--- src/rtl/registrador_paralelo_serial_if.sv ---
// Load handshake and serial output bundle of the parallel-to-serial transmitter.
// master drives the word and load_valid; slave is the shifter.
interface registrador_paralelo_serial_if #(
    parameter int WIDTH = 4
);
    logic [WIDTH-1:0] data_in;
    logic             load_valid;
    logic             load_ready;
    logic             out;
    logic             out_valid;
    logic             busy;
    logic             done;

    modport master (
        output data_in, load_valid,
        input  load_ready, out, out_valid, busy, done
    );

    modport slave (
        input  data_in, load_valid,
        output load_ready, out, out_valid, busy, done
    );
endinterface

--- src/rtl/registrador_paralelo_serial.sv ---
// Parallel-in/serial-out shifter: bit i of a word loaded at edge k is on out after edge k+i.
// load_ready only when idle or on the last bit, so a held load_valid streams words gap-free.
module registrador_paralelo_serial #(
    parameter int WIDTH     = 4,
    parameter bit LSB_FIRST = 1'b1
) (
    input  logic                         clock,
    input  logic                         clear_n,
    registrador_paralelo_serial_if.slave bus
);
    localparam int CW = (WIDTH > 1) ? $clog2(WIDTH) : 1;
    localparam logic [CW-1:0] LAST = CW'(WIDTH - 1);

    typedef enum logic {IDLE, SHIFT} state_t;

    state_t           state;
    logic [WIDTH-1:0] sr;
    logic [WIDTH-1:0] sr_shift;
    logic [CW-1:0]    cnt;
    logic             out_valid_q;
    logic             busy_q;
    logic             done_q;
    logic             last_bit;

    // The vacated end is zero-filled so an idle register always reads 0 on out.
    assign sr_shift = LSB_FIRST ? {1'b0, sr[WIDTH-1:1]} : {sr[WIDTH-2:0], 1'b0};
    assign last_bit = (state == SHIFT) && (cnt == LAST);

    assign bus.load_ready = (state == IDLE) || last_bit;
    assign bus.out        = LSB_FIRST ? sr[0] : sr[WIDTH-1];
    assign bus.out_valid  = out_valid_q;
    assign bus.busy       = busy_q;
    assign bus.done       = done_q;

    always_ff @(posedge clock or negedge clear_n) begin
        if (!clear_n) begin
            state       <= IDLE;
            sr          <= '0;
            cnt         <= '0;
            out_valid_q <= 1'b0;
            busy_q      <= 1'b0;
            done_q      <= 1'b0;
        end else begin
            done_q <= 1'b0;
            case (state)
                IDLE: begin
                    if (bus.load_valid) begin
                        sr          <= bus.data_in;
                        cnt         <= '0;
                        state       <= SHIFT;
                        out_valid_q <= 1'b1;
                        busy_q      <= 1'b1;
                    end
                end
                SHIFT: begin
                    if (cnt != LAST) begin
                        sr  <= sr_shift;
                        cnt <= cnt + 1'b1;
                    end else begin
                        done_q <= 1'b1;
                        cnt    <= '0;
                        if (bus.load_valid) begin
                            sr <= bus.data_in;
                        end else begin
                            sr          <= '0;
                            state       <= IDLE;
                            out_valid_q <= 1'b0;
                            busy_q      <= 1'b0;
                        end
                    end
                end
                default: state <= IDLE;
            endcase
        end
    end
endmodule

--- src/flat_wrapper.sv ---
// flat-port wrapper written by rule: the top's interface ports become plain ports
module registrador_paralelo_serial_flat 
#(
    parameter int WIDTH     = 4,
    parameter bit LSB_FIRST = 1'b1
)
  (clock, clear_n, bus_data_in, bus_load_valid, bus_load_ready, bus_out, bus_out_valid, bus_busy, bus_done);
  registrador_paralelo_serial_if #(.WIDTH(WIDTH)) bus_i ();
  input  logic clock;
  input  logic clear_n;
  input wire logic [$bits(bus_i.data_in)-1:0] bus_data_in;
  input wire logic [$bits(bus_i.load_valid)-1:0] bus_load_valid;
  output wire logic [$bits(bus_i.load_ready)-1:0] bus_load_ready;
  output wire logic [$bits(bus_i.out)-1:0] bus_out;
  output wire logic [$bits(bus_i.out_valid)-1:0] bus_out_valid;
  output wire logic [$bits(bus_i.busy)-1:0] bus_busy;
  output wire logic [$bits(bus_i.done)-1:0] bus_done;
  assign bus_i.data_in = bus_data_in;
  assign bus_i.load_valid = bus_load_valid;
  assign bus_load_ready = bus_i.load_ready;
  assign bus_out = bus_i.out;
  assign bus_out_valid = bus_i.out_valid;
  assign bus_busy = bus_i.busy;
  assign bus_done = bus_i.done;
  registrador_paralelo_serial #(.WIDTH(WIDTH), .LSB_FIRST(LSB_FIRST)) u_core (.clock(clock), .clear_n(clear_n), .bus(bus_i));
endmodule
--- config.mk ---
export PLATFORM = sky130hd
export DESIGN_NAME = registrador_paralelo_serial_flat
export DESIGN_NICKNAME = d
export VERILOG_FILES = /design/src/rtl/registrador_paralelo_serial_if.sv /design/src/rtl/registrador_paralelo_serial.sv /design/src/flat_wrapper.sv
export SDC_FILE = /design/constraint.sdc
export NUM_CORES = 1
export LEC_CHECK = 0
export CORE_AREA = 8 8 45 47
export DETAILED_ROUTE_END_ITERATION = 8
export DIE_AREA = 0 0 53 55
export PLACE_DENSITY = 0.61
export SYNTH_ARGS = -nofsm -noshare
export SYNTH_HDL_FRONTEND = slang
export SYNTH_SLANG_ARGS = --single-unit
--- constraint.sdc ---
create_clock -name clock -period 1.35 [get_ports clock]
set_input_delay 0.3375 -clock clock [delete_from_list [all_inputs] [get_ports clock]]
set_output_delay 0.3375 -clock clock [all_outputs]
set_load 0.005 [all_outputs]
==> impl_metrics.json, run 1 <==
{
  "outcome": "finished with violations",
  "violations": "negative setup slack",
  "clkPwrFrac_pct": 17.1,
  "grt.overflow.total": 0,
  "worstRegToRegCells": 5,
  "die_area_sq_um": 2920,
  "syn_area_per_cell_sq_um": 11.5,
  "track_usage_pct": 6.77,
  "drive_above_1_share_pct": 30.4,
  "core_area_sq_um": 1380,
  "cp-startpoint": "u_core.cnt[0]$_DFFE_PN0P_",
  "cp_slowest_cell": "dfrtp_1",
  "drc_errors": 0,
  "initial_core_util_pct": 30.7,
  "diodes": 0,
  "drt-met1-wl_microns": 356,
  "hpwl_microns": 699,
  "max_freq_mhz": 726,
  "final_common_cell": "dfrtp_1",
  "fillCellCount": 139,
  "ys_seq_elements": 9,
  "antenna_found_initial": 0,
  "r2r_setup_slack_ns": 0.13,
  "power_density_nw_per_um2": 1950,
  "max_stage_delay_ns": 0.38,
  "finalPower_mw": 1.18,
  "wl_per_cell_microns": 12.3,
  "finalHoldViolCount": 0,
  "crit_path_end": "bus_load_ready",
  "p_sw_mw": 0.371,
  "dr_wl_met2_microns": 448,
  "syn-cell-area_sq_um": 424,
  "dr.pass1.iters": 2,
  "path_cells": "ha_2, inv_2, nand2_2, buf_2",
  "worstSetupPathType": "reg2out",
  "start_kind": "register",
  "path_max_fanout": 2,
  "r2r-end": "u_core.sr[0]$_DFFE_PN0P_",
  "maxUsedRoutingLayer": "met3",
  "cts_buffers": 3,
  "postRouteWirelength_microns": 882,
  "clk_pin_slew_ns": 0.06,
  "report.final.setup_viol": 1,
  "dr_wl_met3_microns": 77,
  "cts_htree_levels": 1,
  "switching_share_pct": 31.5,
  "p_leak_nw": 0.291,
  "p_int_mw": 0.808,
  "finalWorstSetupSlack_ns": -0.0282,
  "clockBufferDepth": 2,
  "min_period_ns": 1.38,
  "required_ns": 1.01,
  "synth.distinct_cells": 17,
  "max_cap_violations": 0,
  "cts_tree": "done",
  "grt_max_degree": 11,
  "post-route-util_pct": 43.6,
  "rsz0062_at_grt": "yes",
  "dpl.cell_count": 66,
  "synthesis.nets": 46,
  "hold_class": "in2async",
  "vias_per_cell": 4.61,
  "cp-end-kind": "output port",
  "reg2reg_from": "u_core.cnt[0]$_DFFE_PN0P_",
  "syn_inst": 37,
  "period_share_pct": 102,
  "final_antenna_net_count": 0,
  "die_y_microns": 55,
  "placementRows": 14,
  "die_x_microns": 53,
  "vdd_drop_max_mv": 0.950,
  "ys_warn_count": 0,
  "power_frac_comb_pct": 46.1,
  "final_cell_mix": "dfrtp_1, o21ai_0, clkdlybuf4s50_1, buf_4",
  "cts.sinks": 9,
  "clockRootBuffer": "clkbuf_4",
  "drt_iter0_drc": 2,
  "fin_nets": 66,
  "gp_congestion": 0.709,
  "cts_hold_buf": 0,
  "maxSlewHeadroom_pct": 72.8,
  "worstMarginPinSlew_ns": 0.406,
  "grt_pass1_vias": 332,
  "final_cells": 72,
  "io_pins": 12,
  "syn_to_final_growth_pct": 42.2,
  "pwr-share-seq_pct": 36.8,
  "grt_pass1_wl_mm": 1.36,
  "critPathArrivalTime_ns": 1.04,
  "skew_ns": 0.00760,
  "yosysSeqAreaShare_pct": 53.1,
  "via_count": 332,
  "clock_latency_ns": 0.26,
  "port_buffers": 11,
  "report.final.slew_viol_count": 0
}
[Yosys cell counts]
library cell	instances	area, sq um
a21oi_1	1	5.00
a22o_2	1	10.0
a22oi_1	1	7.51
a32oi_1	2	17.5
and2_2	1	7.51
buf_4	1	7.51
buf_6	1	11.3
dfrtp_1	9	225
ha_1	2	25.0
inv_1	1	3.75
mux2i_1	3	30.0
nand2_1	3	11.3
nand3_1	1	5.00
nor2_1	2	7.51
nor2b_4	1	13.8
o21ai_0	6	30.0
or2_2	1	6.26
[timing repair]
action / in CTS / in global routing
gates resized for setup: 11 / 1
setup endpoints to repair: 5 / 1
pin swaps: 1 / 2
setup buffers: 2 / 0
[power groups by stage]
stage               Sequential, mW  Clock (mW)  Combinational (mW)
floorplan                    0.457           0               0.266
finish                       0.434       0.202               0.543
CTS                          0.434       0.215               0.553
detailed placement           0.446           0               0.552
global route                 0.444       0.228               0.614
global placement             0.443           0               0.539
[per-stage QoR]
| step | setup WS [ns] | hold WS (ns) | setup TNS, ns | cell area (sq um) |
|---|---|---|---|---|
| 6_report | -0.0282 | 0.373 | -0.0282 | 603 |
| 5_1_grt | -0.0959 | 0.390 | -0.0959 | 603 |
| 4_1_cts | -0.0619 | 0.376 | -0.0619 | 601 |
| 3_5_place_dp | -0.135 | 0.499 | -0.325 | 566 |
| 3_3_place_gp | -0.114 | 0.494 | -0.247 | 566 |
| 2_1_floorplan | 0.299 | 0.0419 | 0 | 424 |
[cell families (layout without fill, tap and decap cells)]
logic type | Yosys count | after routing | synth area share (%)
AND/OR/NAND/NOR | 9 | 9 | 12.1
multiplexers | 3 | 3 | 7.08
AO/OA/AOI/OAI | 11 | 11 | 16.5
flip-flops | 9 | 9 | 53.1
buffers and inverters | 3 | 22 | 5.31
adder cells (fa/ha/maj) | 2 | 2 | 5.90
[final cells by class]
type	instances	area (sq um)	area share, %
inverter	1	3.75	0.622
clock buffer	4	26.3	4.36
timing repair buffer	17	146	24.3
tap	16	20.0	3.32
sequential	9	225	37.3
multi-input combinational	25	181	30.1
[worst min path at each step]
stage | endpoint | slack [ns] | cells past startpoint
final | u_core.sr[2]$_DFFE_PN0P_ | 0.37 | 1
after global routing | u_core.sr[3]$_DFFE_PN0P_ | 0.39 | 1
after CTS | u_core.bus.done$_DFF_PN0_ | 0.38 | 1
after detailed placement | u_core.sr[1]$_DFFE_PN0P_ | 0.50 | 2
after global placement | u_core.sr[1]$_DFFE_PN0P_ | 0.49 | 2
after floorplan | u_core.bus.busy$_DFFE_PN0P_ | 0.04 | 0
[flip-flops by register name (all words and copies together) (netlist names)]
register         count
u_core.sr            4
u_core.bus.busy      1
u_core.state         1
u_core.cnt           2
u_core.bus.done      1
[per-layer routing]
layer,GRT usage [%],vias to the layer above
met5,0,-
met4,3.88,0
met3,5.35,0
met2,10.9,7
met1,5.90,156
li1,-,169
[worst max-delay path, delay by kind of cell, from the launching register on]
kind / cells / cell delay [ns]
flops: 1 / 0.38
fa+ha+maj: 1 / 0.20
simple gates: 1 / 0.04
buf+inv: 2 / 0.17
Note: power is estimated with default switching activity, not from simulation.
==> run 2: changes to the inputs <==
--- a/config.mk
+++ b/config.mk
@@ -6,8 +6,10 @@
 export NUM_CORES = 1
 export LEC_CHECK = 0
 export CORE_AREA = 8 8 45 47
+export CTS_BUF_LIST = sky130_fd_sc_hd__clkbuf_8
 export DETAILED_ROUTE_END_ITERATION = 8
 export DIE_AREA = 0 0 53 55
+export GPL_ROUTABILITY_DRIVEN = 0
 export PLACE_DENSITY = 0.61
 export SYNTH_ARGS = -nofsm -noshare
 export SYNTH_HDL_FRONTEND = slang
==> run 2 against run 1 <==
  * The run now ends clean
  * Sequential power grew 0.9%
  * Via count grew 2.4%
  * Critical endpoint unchanged
  * Register-to-register slack is essentially flat
  * Flip-flop and latch count is the same
  * Critical path type unchanged
==> impl_metrics.json, run 2 (synthesis results as in run 1) <==
{
  "p_sw_mw": 0.382,
  "fin_area_sq_um": 613,
  "critPathArrivalTime_ns": 1.01,
  "outcome": "finished clean",
  "io_pins": 12,
  "power_frac_comb_pct": 41.3,
  "port_buffers": 11,
  "clockBufferDepth": 2,
  "antenna_found_initial": 0,
  "required_ns": 1.01,
  "die_x_microns": 53,
  "p_int_mw": 0.874,
  "placementRows": 14,
  "skew_ns": 0.00548,
  "cts_htree_levels": 1,
  "max_freq_mhz": 742,
  "worstMarginPinSlew_ns": 0.403,
  "start_kind": "register",
  "report.final.slew_viol_count": 0,
  "syn_to_final_growth_pct": 44.5,
  "worstSetupPathType": "reg2out",
  "drive_above_1_share_pct": 29.1,
  "largest_reg_flops": 4,
  "report.final.setup_viol": 0,
  "via_count": 340,
  "hold_class": "in2async",
  "drt_iter0_drc": 2,
  "drc_errors": 0,
  "vdd_drop_max_mv": 1.15,
  "final_common_cell": "dfrtp_1",
  "die_area_sq_um": 2920,
  "grt_pass1_vias": 333,
  "top_register": "u_core.sr",
  "cp-startpoint": "u_core.cnt[0]$_DFFE_PN0P_",
  "power_density_nw_per_um2": 2050,
  "finalPower_mw": 1.26,
  "rsz0062_at_grt": "yes",
  "dr.pass1.iters": 3,
  "postRouteWirelength_microns": 882,
  "die_y_microns": 55,
  "cts_buffers": 3,
  "reg_top3": "u_core.sr: 4 flops, u_core.cnt: 2 flops",
  "diodes": 0,
  "clkPwrFrac_pct": 23.9,
  "grt_max_degree": 11,
  "path_max_fanout": 2,
  "final_cell_mix": "dfrtp_1, o21ai_0, clkdlybuf4s50_1",
  "final_antenna_net_count": 0,
  "clk_pin_slew_ns": 0.05,
  "vias_per_cell": 4.79,
  "reg2reg_from": "u_core.cnt[0]$_DFFE_PN0P_",
  "min_period_ns": 1.35,
  "cp-end-kind": "output port",
  "max_cap_violations": 0,
  "wl_per_cell_microns": 12.4,
  "p_leak_nw": 0.300,
  "clockRootBuffer": "clkbuf_8",
  "place_area_sq_um": 566,
  "pwr-share-seq_pct": 34.9,
  "grt.overflow.total": 0,
  "cts_hold_buf": 0,
  "cts_tree": "done",
  "initial_core_util_pct": 30.7,
  "hpwl_microns": 699,
  "switching_share_pct": 30.4,
  "r2r_setup_slack_ns": 0.13,
  "grt_pass1_wl_mm": 1.37,
  "maxSlewHeadroom_pct": 73.1,
  "fin_nets": 65,
  "period_share_pct": 99.9,
  "finalHoldViolCount": 0,
  "clock_latency_ns": 0.23,
  "core_area_sq_um": 1380,
  "cts.sinks": 9,
  "track_usage_pct": 6.83
}
-- run 2: critical path, cell delays in order (launching register included) --
cell and delay [ns]:
dfrtp_1 0.37, ha_2 0.20, inv_2 0.05, nand2_2 0.04
buf_2 0.12
-- run 2: final timing paths --
| kind | end | cells after the start |
|---|---|---|
| worst max-delay path | bus_load_ready | 4 |
| worst min-delay path | u_core.sr[2]$_DFFE_PN0P_ | 1 |
| worst max register to register | u_core.sr[2]$_DFFE_PN0P_ | 4 |
| worst min register to register | u_core.sr[1]$_DFFE_PN0P_ | 2 |
| max in group asynchronous | u_core.state$_DFF_PN0_ | 1 |
| min in group clock | u_core.sr[1]$_DFFE_PN0P_ | 2 |
-- run 2: routing by layer --
layer  vias up  global-route usage (%)  part of all wire, %
met5         -                       0                    0
li1        167                       -                    -
met2         9                    10.9                   49
met1       160                    6.06                   40
met4         0                    3.88                  1.4
met3         4                    5.35                  9.6
-- run 2: what timing repair did --
item / 4_1_cts / 5_1_grt
gates cloned: 0 / 0
resized for setup: 10 / 1
buffers inserted: 1 / 0
pin swaps: 1 / 2
endpoints found under the setup margin: 5 / 1
-- run 2: metrics by stage --
step                hold slack, ns  setup WS, ns  util (%)  std cells  TNS (ns)
floorplan                   0.0419         0.299         -         37         0
global placement             0.494        -0.114      40.9         66    -0.247
detailed placement           0.499        -0.135      40.9         66    -0.325
CTS                          0.414       -0.0245      44.1         71   -0.0245
global route                 0.428       -0.0561      44.3         71   -0.0561
finish                       0.401       0.00194      44.3         71         0
-- run 2: cell type report --
| cell class | count | area (sq um) |
|---|---|---|
| tap | 16 | 20.0 |
| sequential | 9 | 225 |
| inverter | 1 | 3.75 |
| clock buffer | 3 | 41.3 |
| clock inverter | 1 | 3.75 |
| fill | 139 | 771 |
| multi-input combinational | 25 | 181 |
| timing repair buffer | 16 | 138 |
-- run 2: power by group through the flow --
stage	Clock (mW)	Sequential (mW)	Combinational, mW
floorplan	0	0.457	0.266
detailed placement	0	0.446	0.552
CTS	0.310	0.438	0.527
global placement	0	0.443	0.539
finish	0.300	0.438	0.519
global route	0.327	0.448	0.587
